[src/rtl/decode_stage.sv]
// RV32I decode stage: IF/ID register, 32x32 register file with write-back bypass, instruction decode.
// Outputs are combinational from IF/ID state and regfile, one cycle after capture; stall holds and flush bubbles the register.
module decode_stage #(
  parameter int          XLEN     = 32,
  parameter logic [31:0] NOP_INST = 32'h0000_0013
) (
  input  logic            clock,
  input  logic            reset,
  input  logic            stall,
  input  logic            flush,
  input  logic [31:0]     instruction_in,
  input  logic [XLEN-1:0] pc_4_in,
  input  logic            wb_en,
  input  logic [4:0]      wb_rd,
  input  logic [XLEN-1:0] wb_data,
  output logic            valid_out,
  output logic [XLEN-1:0] pc_out,
  output logic [XLEN-1:0] pc_4_out,
  output logic [4:0]      rs1_addr,
  output logic [4:0]      rs2_addr,
  output logic [4:0]      rd_addr,
  output logic [XLEN-1:0] rs1_data,
  output logic [XLEN-1:0] rs2_data,
  output logic [31:0]     imm,
  output logic [3:0]      alu_op,
  output logic            alu_src_imm,
  output logic            alu_src_pc,
  output logic [1:0]      mem_op,
  output logic [2:0]      mem_funct3,
  output logic            reg_write,
  output logic [1:0]      wb_sel,
  output logic            branch,
  output logic            jump,
  output logic            jalr,
  output logic            illegal
);

  typedef enum logic [3:0] {
    ALU_ADD = 4'd0, ALU_SUB = 4'd1, ALU_SLL = 4'd2, ALU_SLT = 4'd3, ALU_SLTU = 4'd4, ALU_XOR = 4'd5,
    ALU_SRL = 4'd6, ALU_SRA = 4'd7, ALU_OR = 4'd8, ALU_AND = 4'd9, ALU_PASSB = 4'd10
  } alu_op_e;

  localparam logic [6:0] OPC_LUI    = 7'b0110111;
  localparam logic [6:0] OPC_AUIPC  = 7'b0010111;
  localparam logic [6:0] OPC_JAL    = 7'b1101111;
  localparam logic [6:0] OPC_JALR   = 7'b1100111;
  localparam logic [6:0] OPC_BRANCH = 7'b1100011;
  localparam logic [6:0] OPC_LOAD   = 7'b0000011;
  localparam logic [6:0] OPC_STORE  = 7'b0100011;
  localparam logic [6:0] OPC_OPIMM  = 7'b0010011;
  localparam logic [6:0] OPC_OP     = 7'b0110011;

  logic [31:0]     inst_q;
  logic [XLEN-1:0] pc4_q;
  logic            valid_q;
  logic [XLEN-1:0] rf_q [32];

  always_ff @(posedge clock) begin
    if (reset || flush) begin
      inst_q  <= NOP_INST;
      pc4_q   <= '0;
      valid_q <= 1'b0;
    end else if (!stall) begin
      inst_q  <= instruction_in;
      pc4_q   <= pc_4_in;
      valid_q <= 1'b1;
    end
  end

  // x0 is never written, so it stays at its reset value of zero.
  always_ff @(posedge clock) begin
    if (reset) begin
      for (int i = 0; i < 32; i++) rf_q[i] <= '0;
    end else if (wb_en && wb_rd != 5'd0) begin
      rf_q[wb_rd] <= wb_data;
    end
  end

  assign valid_out  = valid_q;
  assign pc_4_out   = pc4_q;
  assign pc_out     = pc4_q - XLEN'(4);
  assign rs1_addr   = inst_q[19:15];
  assign rs2_addr   = inst_q[24:20];
  assign rd_addr    = inst_q[11:7];
  assign mem_funct3 = inst_q[14:12];

  always_comb begin
    rs1_data = rf_q[rs1_addr];
    rs2_data = rf_q[rs2_addr];
    if (rs1_addr == 5'd0) rs1_data = '0;
    else if (wb_en && wb_rd == rs1_addr) rs1_data = wb_data;
    if (rs2_addr == 5'd0) rs2_data = '0;
    else if (wb_en && wb_rd == rs2_addr) rs2_data = wb_data;
  end

  logic [6:0]  opcode;
  logic [2:0]  f3;
  logic [6:0]  f7;
  logic [31:0] imm_i, imm_s, imm_b, imm_u, imm_j;
  logic        ill_raw;

  assign opcode = inst_q[6:0];
  assign f3     = inst_q[14:12];
  assign f7     = inst_q[31:25];
  assign imm_i  = {{20{inst_q[31]}}, inst_q[31:20]};
  assign imm_s  = {{20{inst_q[31]}}, inst_q[31:25], inst_q[11:7]};
  assign imm_b  = {{19{inst_q[31]}}, inst_q[31], inst_q[7], inst_q[30:25], inst_q[11:8], 1'b0};
  assign imm_u  = {inst_q[31:12], 12'b0};
  assign imm_j  = {{11{inst_q[31]}}, inst_q[31], inst_q[19:12], inst_q[20], inst_q[30:21], 1'b0};

  always_comb begin
    imm         = '0;
    alu_op      = ALU_ADD;
    alu_src_imm = 1'b0;
    alu_src_pc  = 1'b0;
    mem_op      = 2'b00;
    reg_write   = 1'b0;
    wb_sel      = 2'd0;
    branch      = 1'b0;
    jump        = 1'b0;
    jalr        = 1'b0;
    ill_raw     = 1'b0;
    illegal     = 1'b0;
    case (opcode)
      OPC_LUI:   begin imm = imm_u; alu_op = ALU_PASSB; alu_src_imm = 1'b1; reg_write = 1'b1; end
      OPC_AUIPC: begin imm = imm_u; alu_src_imm = 1'b1; alu_src_pc = 1'b1; reg_write = 1'b1; end
      OPC_JAL: begin
        imm = imm_j; alu_src_imm = 1'b1; alu_src_pc = 1'b1;
        jump = 1'b1; reg_write = 1'b1; wb_sel = 2'd2;
      end
      OPC_JALR: begin
        imm = imm_i; alu_src_imm = 1'b1; jump = 1'b1; jalr = 1'b1;
        reg_write = 1'b1; wb_sel = 2'd2; ill_raw = (f3 != 3'b000);
      end
      OPC_BRANCH: begin
        imm = imm_b; alu_op = ALU_SUB; branch = 1'b1;
        ill_raw = (f3 == 3'b010) || (f3 == 3'b011);
      end
      OPC_LOAD: begin
        imm = imm_i; alu_src_imm = 1'b1; mem_op = 2'b01; reg_write = 1'b1; wb_sel = 2'd1;
        ill_raw = (f3 == 3'b011) || (f3 == 3'b110) || (f3 == 3'b111);
      end
      OPC_STORE: begin imm = imm_s; alu_src_imm = 1'b1; mem_op = 2'b10; ill_raw = (f3 >= 3'b011); end
      OPC_OPIMM, OPC_OP: begin
        if (opcode == OPC_OPIMM) begin
          imm = imm_i;
          alu_src_imm = 1'b1;
        end
        reg_write = 1'b1;
        case (f3)
          3'b000: alu_op = (opcode == OPC_OP && f7[5]) ? ALU_SUB : ALU_ADD;
          3'b001: begin alu_op = ALU_SLL; ill_raw = (f7 != 7'b0000000); end
          3'b010: alu_op = ALU_SLT;
          3'b011: alu_op = ALU_SLTU;
          3'b100: alu_op = ALU_XOR;
          3'b101: begin
            alu_op  = f7[5] ? ALU_SRA : ALU_SRL;
            ill_raw = (f7 != 7'b0000000) && (f7 != 7'b0100000);
          end
          3'b110: alu_op = ALU_OR;
          default: alu_op = ALU_AND;
        endcase
      end
      default: ill_raw = 1'b1;
    endcase
    // Bubbles and bad encodings must not cause architectural side effects downstream.
    if (!valid_q || ill_raw) begin
      reg_write = 1'b0;
      mem_op    = 2'b00;
      branch    = 1'b0;
      jump      = 1'b0;
      jalr      = 1'b0;
    end
    illegal = valid_q && ill_raw;
  end

endmodule
[config.mk]
export PLATFORM = sky130hd
export DESIGN_NAME = decode_stage
export DESIGN_NICKNAME = d
export VERILOG_FILES = /design/src/rtl/decode_stage.sv
export SDC_FILE = /design/constraint.sdc
export NUM_CORES = 2
export LEC_CHECK = 0
export BUFFER_PORTS_ARGS = -buffer_cell sky130_fd_sc_hd__buf_2
export CORE_MARGIN = 2
export CORE_UTILIZATION = 45
export CTS_CLUSTER_SIZE = 20
export DETAILED_ROUTE_END_ITERATION = 16
export PLACE_DENSITY = 0.72
export SETUP_SLACK_MARGIN = 0.3
export SLEW_MARGIN = 25
export SYNTH_ARGS = -nofsm -noshare
export SYNTH_HDL_FRONTEND = slang
export SYNTH_SLANG_ARGS = --single-unit
[constraint.sdc]
create_clock -name clock -period 2.9 [get_ports clock]
set_input_delay 0.29 -clock clock [delete_from_list [all_inputs] [get_ports clock]]
set_output_delay 0.29 -clock clock [all_outputs]
set_load 0.005 [all_outputs]
==> reports/results.tsv <==
metric	value	unit
dpl cell area	0.0656	mm2
Clock Latency Late Sink	0.74	ns
Achievable Freq	289	MHz
Relative slew margins	49.4	%
commonest cells after routing, fill and taps aside	edfxtp_1 (1024), and2_1 (1004), mux2i_1 (433)	
GP Congestion	0.953	
Area Growth Syn to Fin	25.0	%
#FFs+latches synth	1099	
gr usage total	33.3	%
ys async rst share	0	%
Worst Path Arrival	3.17	ns
Final setup viols	81	
initial core utilization	45.4	%
crit start category	flop	
Mean Syn Cell Area	13.3	um2
vias in the first global route	45645	
total grt overflow	0	
number of I/O pins	300	
failing checks	setup timing	
post-layout min period	3.46	ns
HP Start	stall	
HP Class	in -> reg	
combinational share of power	14.1	%
Final Hold Slack	0.0349	ns
most common cell after layout, fill and taps aside	edfxtp_1	
CTS Buffer Depth	3	
met2 Use GR	49.1	%
setup TNS	-31.46	ns
die width	368	um
Leakage	26.6	nW
cell internal pwr	29.1	mW
Final WS setup	-0.561	ns
Vias/cell	6.80	
# DRC	0	
root buffer cell	clkbuf_16	
detailed-router iteration count before antenna repair	9	
Final Cell Area	0.0746	mm2
Num CTS Buffers	112	
Setup CP Type	reg -> out	
Final Cycle Share	119	%
R2R Setup Slk	1.53	ns
H-Tree Depth	3	
Sequential Power Share	47.6	%
Peak VDD IR	0.000531	V
DR WL/cell	34.1	um
sw power	10.2	mW
post-route ant nets	0	
Die Y	368	um
CTS tree	yes	
RSZ-0062 raised after global routing	yes	
reg-to-reg critical path startpoint	inst_q[16]	
Pwr Total	39.3	mW
Layout Utilization	56.7	%
Post-synth EDFFs	1024	
most used routing layer in global routing	met2	
WP data required	2.61	ns
global-route wire length before repair	324	mm
status	finished with violations	
Sw Share	25.9	%
Syn Std Cell Area	0.0597	mm2
initial drt markers	8070	
M1 GR Usage	42.6	%
largest net degree at the start of global routing	66	
Synth Flop Type	edfxtp_1	
fraction of layout cells with a size suffix above 1	35.2	%
initial antenna violation count	22	
Slew @ Worst Pin	0.757	ns
Synth cell types	66	
maxcap violations	0	
Slew Limit Fails	0	
sequential share of the synthesized area	54.1	%
post-synthesis cell count	4474	
DP Cell Count	6437	
die area	0.136	mm2
Sink Count	1099	
hpwl dp	138	mm
Global Route met3 Usage	12.2	%
fin cells	6909	
final wirelength	235	mm
final hold viol count	0	
critical-path maximum fanout	6	
fill count	10079	
Cell Rows	133	
Core Footprint	0.131	mm2
CTS clk-pin slew, worst paths	0.06	ns
power per cell area	527	mW/mm2
dpl ws	-0.0402	ns
Vias	46963	
Layout Nets	5150	
Worst Skew	0.0157	ns
Yosys warning count	0	
Crit. End Element	output port	
PortBufs	299	
Clock power frac	38.3	%
[critical path, stage by stage, from the launching register on]
cell     delay [ns]
dfxtp_4        0.41
buf_8          0.16
buf_16         0.14
mux4_2         0.51
mux4_2         0.54
nor2_2         0.10
a31oi_1        0.06
a22o_1         0.34
buf_2          0.16
[worst paths after layout]
kind / to / cells after the start
hold / removal: flop / 3
hold reg to reg: inst_q[11] / 2
setup / recovery: rs1_data[29] / 8
setup reg to reg: flop / 2
[Yosys cell counts, types with 15 or more instances]
library cell | count | share of area (%)
a211oi_1 | 29 | 0.36
a21oi_1 | 38 | 0.32
a221o_1 | 76 | 1.3
a221oi_1 | 103 | 1.5
a22o_1 | 18 | 0.26
a22oi_1 | 30 | 0.38
a32oi_1 | 15 | 0.22
and2_1 | 1007 | 11
buf_1 | 25 | 0.16
buf_2 | 58 | 0.49
buf_4 | 31 | 0.39
clkbuf_1 | 356 | 2.2
dfxtp_1 | 75 | 2.5
edfxtp_1 | 1024 | 52
mux2_2 | 23 | 0.43
mux2i_1 | 442 | 7.4
mux4_2 | 341 | 13
nand2_1 | 102 | 0.64
nand3_1 | 45 | 0.38
nor2_1 | 199 | 1.3
nor3_1 | 46 | 0.39
o21ai_0 | 123 | 1.0
o221a_2 | 20 | 0.38
o22ai_1 | 17 | 0.18
or2_2 | 41 | 0.43
xnor2_1 | 16 | 0.23
xor2_1 | 19 | 0.28
[kinds of logic (layout without fill, tap and decap cells)]
group,count (synthesis),count (layout),synth area share (%)
AO/OA/AOI/OAI,529,529,6.70
AND/OR/NAND/NOR,1517,1518,14.6
other,1,46,0.00628
buffers and inverters,486,1120,3.39
XOR/XNOR,35,35,0.514
flip-flops,1099,1099,54.1
multiplexers,806,806,20.7
adder cells (fa/ha/maj),1,1,0.0210
[layout make-up]
class                   count  area, um2  share of cell area [%]
flip-flops and latches   1099      32300                    43.4
multi-input cells        2921      27600                    37.0
repair buffers            894       8630                    11.6
clock buffers             133       3000                    4.02
well taps                1755       2200                    2.94
clock inverters            78        756                    1.01
inverters                  15       56.3                  0.0755
diodes                     14       35.0                  0.0470
[layer usage]
layer,part of all wire [%],wire length (um),up-vias
met2,43,100000,4670
li1,-,-,18135
met1,34,79400,22987
met3,17,39000,1163
met5,0.024,56,-
met4,7.2,16800,8
[registers in the layout (all words and copies together) (netlist names), named ones only]
register,count
valid_out,1
pc_4_out,32
inst_q,32
rf_q,1024
[power by group through the flow]
stage | combinational [mW] | clock, mW | sequential [mW]
6_report | 5.55 | 15.1 | 18.7
5_1_grt | 5.64 | 15.7 | 18.8
4_1_cts | 5.03 | 15.1 | 18.6
3_5_place_dp | 4.47 | 0 | 19.0
3_3_place_gp | 4.44 | 0 | 18.9
2_1_floorplan | 2.49 | 0 | 18.8
[what timing repair did]
action / CTS / global route
hold buffers: 72 / 0
cloned: 21 / 5
gates resized for setup: 391 / 222
hold endpoints to repair: 74 / 0
pin swaps: 95 / 102
setup endpoints to repair: 123 / 112
setup buffers: 96 / 53
(Power assumes the default switching activity.)
